### src/rtl/mem_copy_dma.sv
// Word-by-word memory copy engine: reads one 32-bit word from the source and
// then writes it to the destination, for word_count words.
//
// state | meaning
// ------+---------------------------------------------------------------
// IDLE  | waiting for start; all outputs quiet
// READ  | mem_rd=1 at src pointer; read data captured into the buffer
// WRITE | mem_wr=1 at dst pointer with buffered data; pointers advance
// DONE  | one-cycle done pulse, no memory access
// ERR   | one-cycle err pulse for a misaligned request, no memory access
module mem_copy_dma #(
    parameter int CNT_W = 16
) (
    input  logic             clk,
    input  logic             rst,
    input  logic             start,
    input  logic [31:0]      src_adr,
    input  logic [31:0]      dst_adr,
    input  logic [CNT_W-1:0] word_count,
    output logic             busy,
    output logic             done,
    output logic             err,
    output logic [31:0]      mem_adr,
    output logic [31:0]      mem_wdata,
    output logic             mem_rd,
    output logic             mem_wr,
    input  logic [31:0]      mem_rdata
);

    typedef enum logic [2:0] {
        IDLE  = 3'd0,
        READ  = 3'd1,
        WRITE = 3'd2,
        DONE  = 3'd3,
        ERR   = 3'd4
    } state_t;

    state_t           state;
    state_t           state_nxt;
    logic [31:0]      src_ptr;
    logic [31:0]      dst_ptr;
    logic [CNT_W-1:0] remaining;
    logic [31:0]      buffer;
    logic             misaligned;
    logic             last_word;

    assign misaligned = (src_adr[1:0] != 2'b00) || (dst_adr[1:0] != 2'b00);
    assign last_word  = (remaining == CNT_W'(1));

    always_ff @(posedge clk or negedge rst) begin
        if (!rst) begin
            state <= IDLE;
        end else begin
            state <= state_nxt;
        end
    end

    always_comb begin
        state_nxt = state;
        case (state)
            IDLE: begin
                if (start) begin
                    // Alignment faults take precedence over a zero-length request.
                    if (misaligned) begin
                        state_nxt = ERR;
                    end else if (word_count == '0) begin
                        state_nxt = DONE;
                    end else begin
                        state_nxt = READ;
                    end
                end
            end
            READ:    state_nxt = WRITE;
            WRITE:   state_nxt = last_word ? DONE : READ;
            DONE:    state_nxt = IDLE;
            ERR:     state_nxt = IDLE;
            default: state_nxt = IDLE;
        endcase
    end

    always_ff @(posedge clk or negedge rst) begin
        if (!rst) begin
            src_ptr   <= '0;
            dst_ptr   <= '0;
            remaining <= '0;
            buffer    <= '0;
        end else begin
            case (state)
                IDLE: begin
                    if (start) begin
                        src_ptr   <= src_adr;
                        dst_ptr   <= dst_adr;
                        remaining <= word_count;
                    end
                end
                READ: begin
                    buffer <= mem_rdata;
                end
                WRITE: begin
                    src_ptr   <= src_ptr + 32'd4;
                    dst_ptr   <= dst_ptr + 32'd4;
                    remaining <= remaining - CNT_W'(1);
                end
                default: begin
                end
            endcase
        end
    end

    // Outputs depend on the state register and datapath registers only.
    always_comb begin
        busy      = 1'b0;
        done      = 1'b0;
        err       = 1'b0;
        mem_adr   = '0;
        mem_wdata = '0;
        mem_rd    = 1'b0;
        mem_wr    = 1'b0;
        case (state)
            READ: begin
                busy    = 1'b1;
                mem_rd  = 1'b1;
                mem_adr = src_ptr;
            end
            WRITE: begin
                busy      = 1'b1;
                mem_wr    = 1'b1;
                mem_adr   = dst_ptr;
                mem_wdata = buffer;
            end
            DONE:    done = 1'b1;
            ERR:     err  = 1'b1;
            default: begin
            end
        endcase
    end

endmodule

### config.mk
export PLATFORM = sky130hd
export DESIGN_NAME = mem_copy_dma
export DESIGN_NICKNAME = d
export VERILOG_FILES = /design/src/rtl/mem_copy_dma.sv
export SDC_FILE = /design/constraint.sdc
export NUM_CORES = 1
export LEC_CHECK = 0
export BUFFER_PORTS_ARGS = -buffer_cell sky130_fd_sc_hd__buf_2
export CAP_MARGIN = 20
export CORE_MARGIN = 8
export CORE_UTILIZATION = 50
export CTS_CLUSTER_SIZE = 28
export DETAILED_ROUTE_END_ITERATION = 10
export PLACE_DENSITY = 0.77
export SLEW_MARGIN = 40
export SYNTH_ARGS = -nofsm -noshare
export SYNTH_HDL_FRONTEND = slang
export SYNTH_SLANG_ARGS = --single-unit
### constraint.sdc
create_clock -name clk -period 2.6 [get_ports clk]
set_input_delay 0.26 -clock clk [delete_from_list [all_inputs] [get_ports clk]]
set_output_delay 0.26 -clock clk [all_outputs]
set_load 0.005 [all_outputs]
* Word-level counts from Yosys, hierarchy flattened
Cells that the tools add are included.
** Operators by class
- Multiplexer cells :: 18
- Eq/ne operators :: 6
- Reductions and logical operators :: 8
- $add $sub $neg :: 3
** Operator list (number)
- $pmux 32 s2 :: 3
- $mux 32 :: 3
- $add 32x3->32 const B :: 2
- $pmux 16 s2 :: 1
- $eq 16x1->1 const B :: 1
- $logic_not 16->1 :: 1
- $mux 16 :: 1
- $sub 16x1->16 const B :: 1
- $pmux 3 s3 :: 1
- $eq 3x2->1 const B :: 2
- $mux 3 :: 2
- $reduce_bool 2->1 :: 3
- $mux 1 :: 5
- $mux 2 :: 2
- $eq 3x1->1 const B :: 1
- $eq 3x3->1 const B :: 1
- $logic_not 3->1 :: 1
- $ne 2x2->1 const B :: 1
- $reduce_and 2->1 :: 1
- $reduce_or 2->1 :: 1
- $logic_or 1x1->1 :: 1
** Storage, ports and cells
- Logic and storage cells :: 40
- Register bits :: 115

* Longest topological paths before layout
- Depth after elaboration :: 5
- Gate-level depth with buffers :: 9

* Worst setup path after synthesis
OpenSTA, ideal clock, no wires.
- Kind :: register to output
- From :: reg state[0]
- To :: out mem_wdata[25]
- Path slack :: 0.610 ns
- Stages on the path, launching flop included :: 9
- Data required time :: 2.340 ns
- Buffers on the path :: 5
- Data arrival time :: 1.730 ns
- Cell sequence :: dfrtp_1 -> clkbuf_2 -> or3b_1 -> buf_4 -> clkinv_2 -> buf_6 -> buf_2 -> buf_2 -> and2_1
** On the way
- Cells in the longest elaborated chain, start to end :: 2
** Ends and longest elaborated chain
- start, declared :: RTL line 38 : state_t state;
- start signal, assigned :: RTL line 54 : state <= state_nxt;
- $eq 3x2->1 :: RTL line 119 : case (state)
- $mux 32 :: RTL line 119
- end, declared :: RTL line 24 : output logic [31:0] mem_wdata,
No other way between the ends.

* Worst setup path after layout
- From :: reg dst_ptr[8]
- To :: reg dst_ptr[23]
** On the way
- Cells in the longest elaborated chain, start to end :: 2
** Ends and longest elaborated chain
- start, declared :: RTL line 41 : logic [31:0] dst_ptr;
- start signal, assigned :: RTL line 92 : dst_ptr <= dst_adr;
- start signal, assigned :: RTL line 101 : dst_ptr <= dst_ptr + 32'd4;
- $add 32x3->32 :: RTL line 101
- $pmux 32 s2 :: RTL line 88 : case (state)
No other way between the ends.
A chain may end at the register's enable or synchronous reset.

==> results.py <==
metrics = {
    "synthesis": {
        "yosys.cell_types.count": 63,
        "mappedNetlistNets": 819,
        "yosysWarningCount": 0,
        "synth_flop_cell": "dfrtp_1",
        "synth_edf_count": 0,
        "syn_inst": 700,
        "ys_ff_latch": 115,
        "ys_top_cells_by_area": "dfrtp_1 44%, mux2_2 5.5%, nand2_1 4.6%",
        "ys_seq_area_share_pct": 44.3,
        "async_flop_share_pct": 100,
        "synth_area_leader_cell": "dfrtp_1",
        "synth.avg_cell_area_um2": 9.28,
        "synth_top_area_share_pct": 44.3,
        "synth_area_um2": 6490,
    },
    "cells_and_area": {
        "layout.cells.non_filler": 1052,
        "num_antenna_cells": 0,
        "nNetsFinal": 986,
        "synthToLayoutAreaGrowth_pct": 26.9,
        "layout-drive-gt1-share_pct": 31.6,
        "post-route-util_pct": 65.0,
    },
    "routing": {
        "drtIter0Drc": 586,
        "drt_wl_total_um": 20000,
        "firstDrtPassIters": 8,
        "drc": 1,
        "wl_per_cell_um": 19.0,
        "drtAntennaViolNets": 0,
        "via_count": 6438,
        "via_per_inst": 6.12,
    },
    "place": {
        "dpl.cell_count": 1019,
        "hpwl_um": 14300,
        "io_buffers": 183,
        "finalWeightedCongestion": 0.877,
    },
    "clocking": {
        "cts_tree": "built",
        "htreeDepth": 4,
        "cts_num_sinks": 115,
        "clockRootBuffer": "clkbuf_16",
        "cts_buffers": 17,
        "clk_path_buf_depth": 2,
        "clk_latency_ns": 0.42,
        "clk_pin_slew_ns": 0.05,
    },
    "critical_path": {
        "cp.depth": 5,
        "worstSetupPathType": "flop to flop",
        "cpMaxStageDelayCell": "nor4_1",
        "critical_path.top_delay_family": "simple AND/OR/NAND/NOR gates",
        "crit_chain": "nand3_2 > nor4_1 > and2_1 > a41oi_1 > a311oi_1",
        "critPathRequiredTime_ns": 2.91,
        "reg2regPathDepth": 5,
        "critPathCaptureType": "flop",
        "arrival_ns": 2.82,
        "critPathBufInv": 0,
        "crit_path_max_incr_delay_ns": 0.73,
        "crit_fanout": 11,
        "start_kind": "flop",
    },
    "power": {
        "vdd_drop_max_v": 0.000421,
        "power.share.clock_pct": 40.3,
        "cellLeakagePower_nw": 3.79,
        "power_density_nw_per_um2": 772,
        "swShare_pct": 29.0,
        "comb_power_share_pct": 17.3,
        "seqPwrFrac_pct": 42.4,
        "internal_power_mw": 4.52,
        "power_switching_mw": 1.85,
    },
    "floorplanning": {
        "fp.dieW_um": 130,
        "start_util_pct": 51.2,
        "io_pins": 184,
        "die-area_um2": 16900,
        "placementRows": 41,
        "coreArea_um2": 12700,
        "fp.dieH_um": 130,
    },
    "min_path": {
        "worstHoldPathCells": 3,
        "hold_path.class": "input port to flop",
    },
    "sta": {
        "fin_crit_ns": 2.51,
        "relSlewSlack_pct": 47.4,
        "rsz0062_at_grt": "false",
        "drv_slew": 0,
        "fin_tns_setup_ns": 0,
        "fin_crit_sh_pct": 96.5,
        "finalSetupViolCount": 0,
        "max_slew.worst_pin.slew_ns": 0.782,
        "skew_ns": 0.00520,
        "fmax_mhz": 399,
        "hold_violations": 0,
    },
    "global_route": {
        "grt_max_degree": 54,
        "grt_use_total_pct": 24.3,
        "overflow": 0,
        "grt_pass1_vias": 6581,
        "antenna_found_initial": 4,
        "grt_pass1_wl_um": 32400,
    },
    "outcome": {
        "violations": "design-rule violations",
        "status": "finished, violations left",
    },
    "run": {
        "drv_cap": 0,
    },
}
## cell families after synthesis
kind of cell               count (synthesis)  share of synthesized area, %
muxes                                     34                          5.86
DFF                                      115                          44.3
buffers and inverters                     61                          4.10
and+or+nand+nor                          303                          24.5
AOI/OAI and AO/OA                        181                          20.2
xor gates and xnor gates                   2                         0.270
adders and majority gates                  4                         0.771
## cells in the final DEF (no fill, tap or decap), types with 12 or more instances in the layout
cell / n
a22o_1: 27
a311oi_1: 15
buf_2: 182
and2_1: 38
nor2_1: 57
clkbuf_16: 17
a211oi_1: 19
nand2_1: 80
o21ai_0: 19
nand4_1: 19
dfrtp_1: 115
a21oi_1: 29
nor3_1: 15
nand3_1: 34
nor4_1: 12
o211ai_1: 18
mux2_2: 32
## per-stage QoR
stage               power (mW)  setup slack [ns]  hold slack [ns]  cell area, um^2
finish                    6.37            0.0908           0.0459             8240
global route              6.67            0.0182           0.0465             8240
CTS                       6.39            0.0907           0.0315             8230
detailed placement        3.80             0.196            0.344             7570
global placement          3.72             0.190            0.340             7570
floorplan                 3.35             0.610          -0.0356             6490
## power groups by stage
stage               Combinational [mW]  Sequential [mW]  Clock, mW
floorplan                        0.807             2.55          0
global placement                  1.04             2.67          0
detailed placement                1.10             2.70          0
CTS                               1.10             2.68       2.60
global route                      1.23             2.76       2.67
finish                            1.10             2.70       2.56
## worst paths after layout
| kind | from | to | slack, ns |
|---|---|---|---|
| worst max-delay path | dst_ptr[8]$_DFFE_PN0P_ | dst_ptr[23]$_DFFE_PN0P_ | 0.09 |
| worst min-delay path | src_adr[0] | src_ptr[0]$_DFFE_PN0P_ | 0.05 |
| worst max register to register | dst_ptr[8]$_DFFE_PN0P_ | dst_ptr[23]$_DFFE_PN0P_ | 0.09 |
| worst min register to register | dst_ptr[0]$_DFFE_PN0P_ | dst_ptr[0]$_DFFE_PN0P_ | 0.47 |
| max in group asynchronous | rst | src_ptr[20]$_DFFE_PN0P_ | 1.41 |
| min in group asynchronous | rst | dst_ptr[10]$_DFFE_PN0P_ | 0.43 |
## metal layers
layer  GRT usage (%)  wire, um
met2            38.1      9330
met4            9.90       456
met3            9.91      2390
met5               0        37
met1            29.1      7820
## sequential cells by signal (all words and copies together) (netlist names)
name,flops
buffer,32
dst_ptr,32
remaining,16
src_ptr,32
state,3
## worst register-to-register path, stage by stage (launching register included)
cell,delay [ns]
dfrtp_1,0.48
nand3_2,0.22
nor4_1,0.73
and2_1,0.51
a41oi_1,0.18
a311oi_1,0.28
## Yosys cell counts, drive strengths merged, types with 3 or more instances
cell type  number
dfrtp         115
nand2          80
nor2           58
and2           41
nand3          36
mux2           32
clkbuf         31
a21oi          29
a22o           27
a211oi         19
buf            19
nand4          19
nor3           19
o21ai          19
o211ai         18
a311oi         15
nor4           14
and3           10
inv            10
o22ai          10
o311ai          9
and4            7
a31oi           5
o31ai           5
or3             5
ha              4
a32oi           3
nand3b          3
nor3b           3
o21a            3
or4             3
## area by class of cell
cell class | instances | area, um^2
Timing Repair Buffer | 198 | 1090
Tap cell | 172 | 215
Inverter | 11 | 42.5
Multi-Input combinational cell | 524 | 3370
Fill cell | 1040 | 4430
Clock buffer | 19 | 443
Clock inverter | 13 | 208
Sequential cell | 115 | 2880
## repair_timing
action / in CTS / in global routing
gates resized for setup: 0 / 2
endpoints found under the setup margin: 0 / 2
hold endpoints to repair: 51 / 0
hold buffers: 1 / 0
setup buffers: 0 / 0
Power figures use the tool's default switching activity.
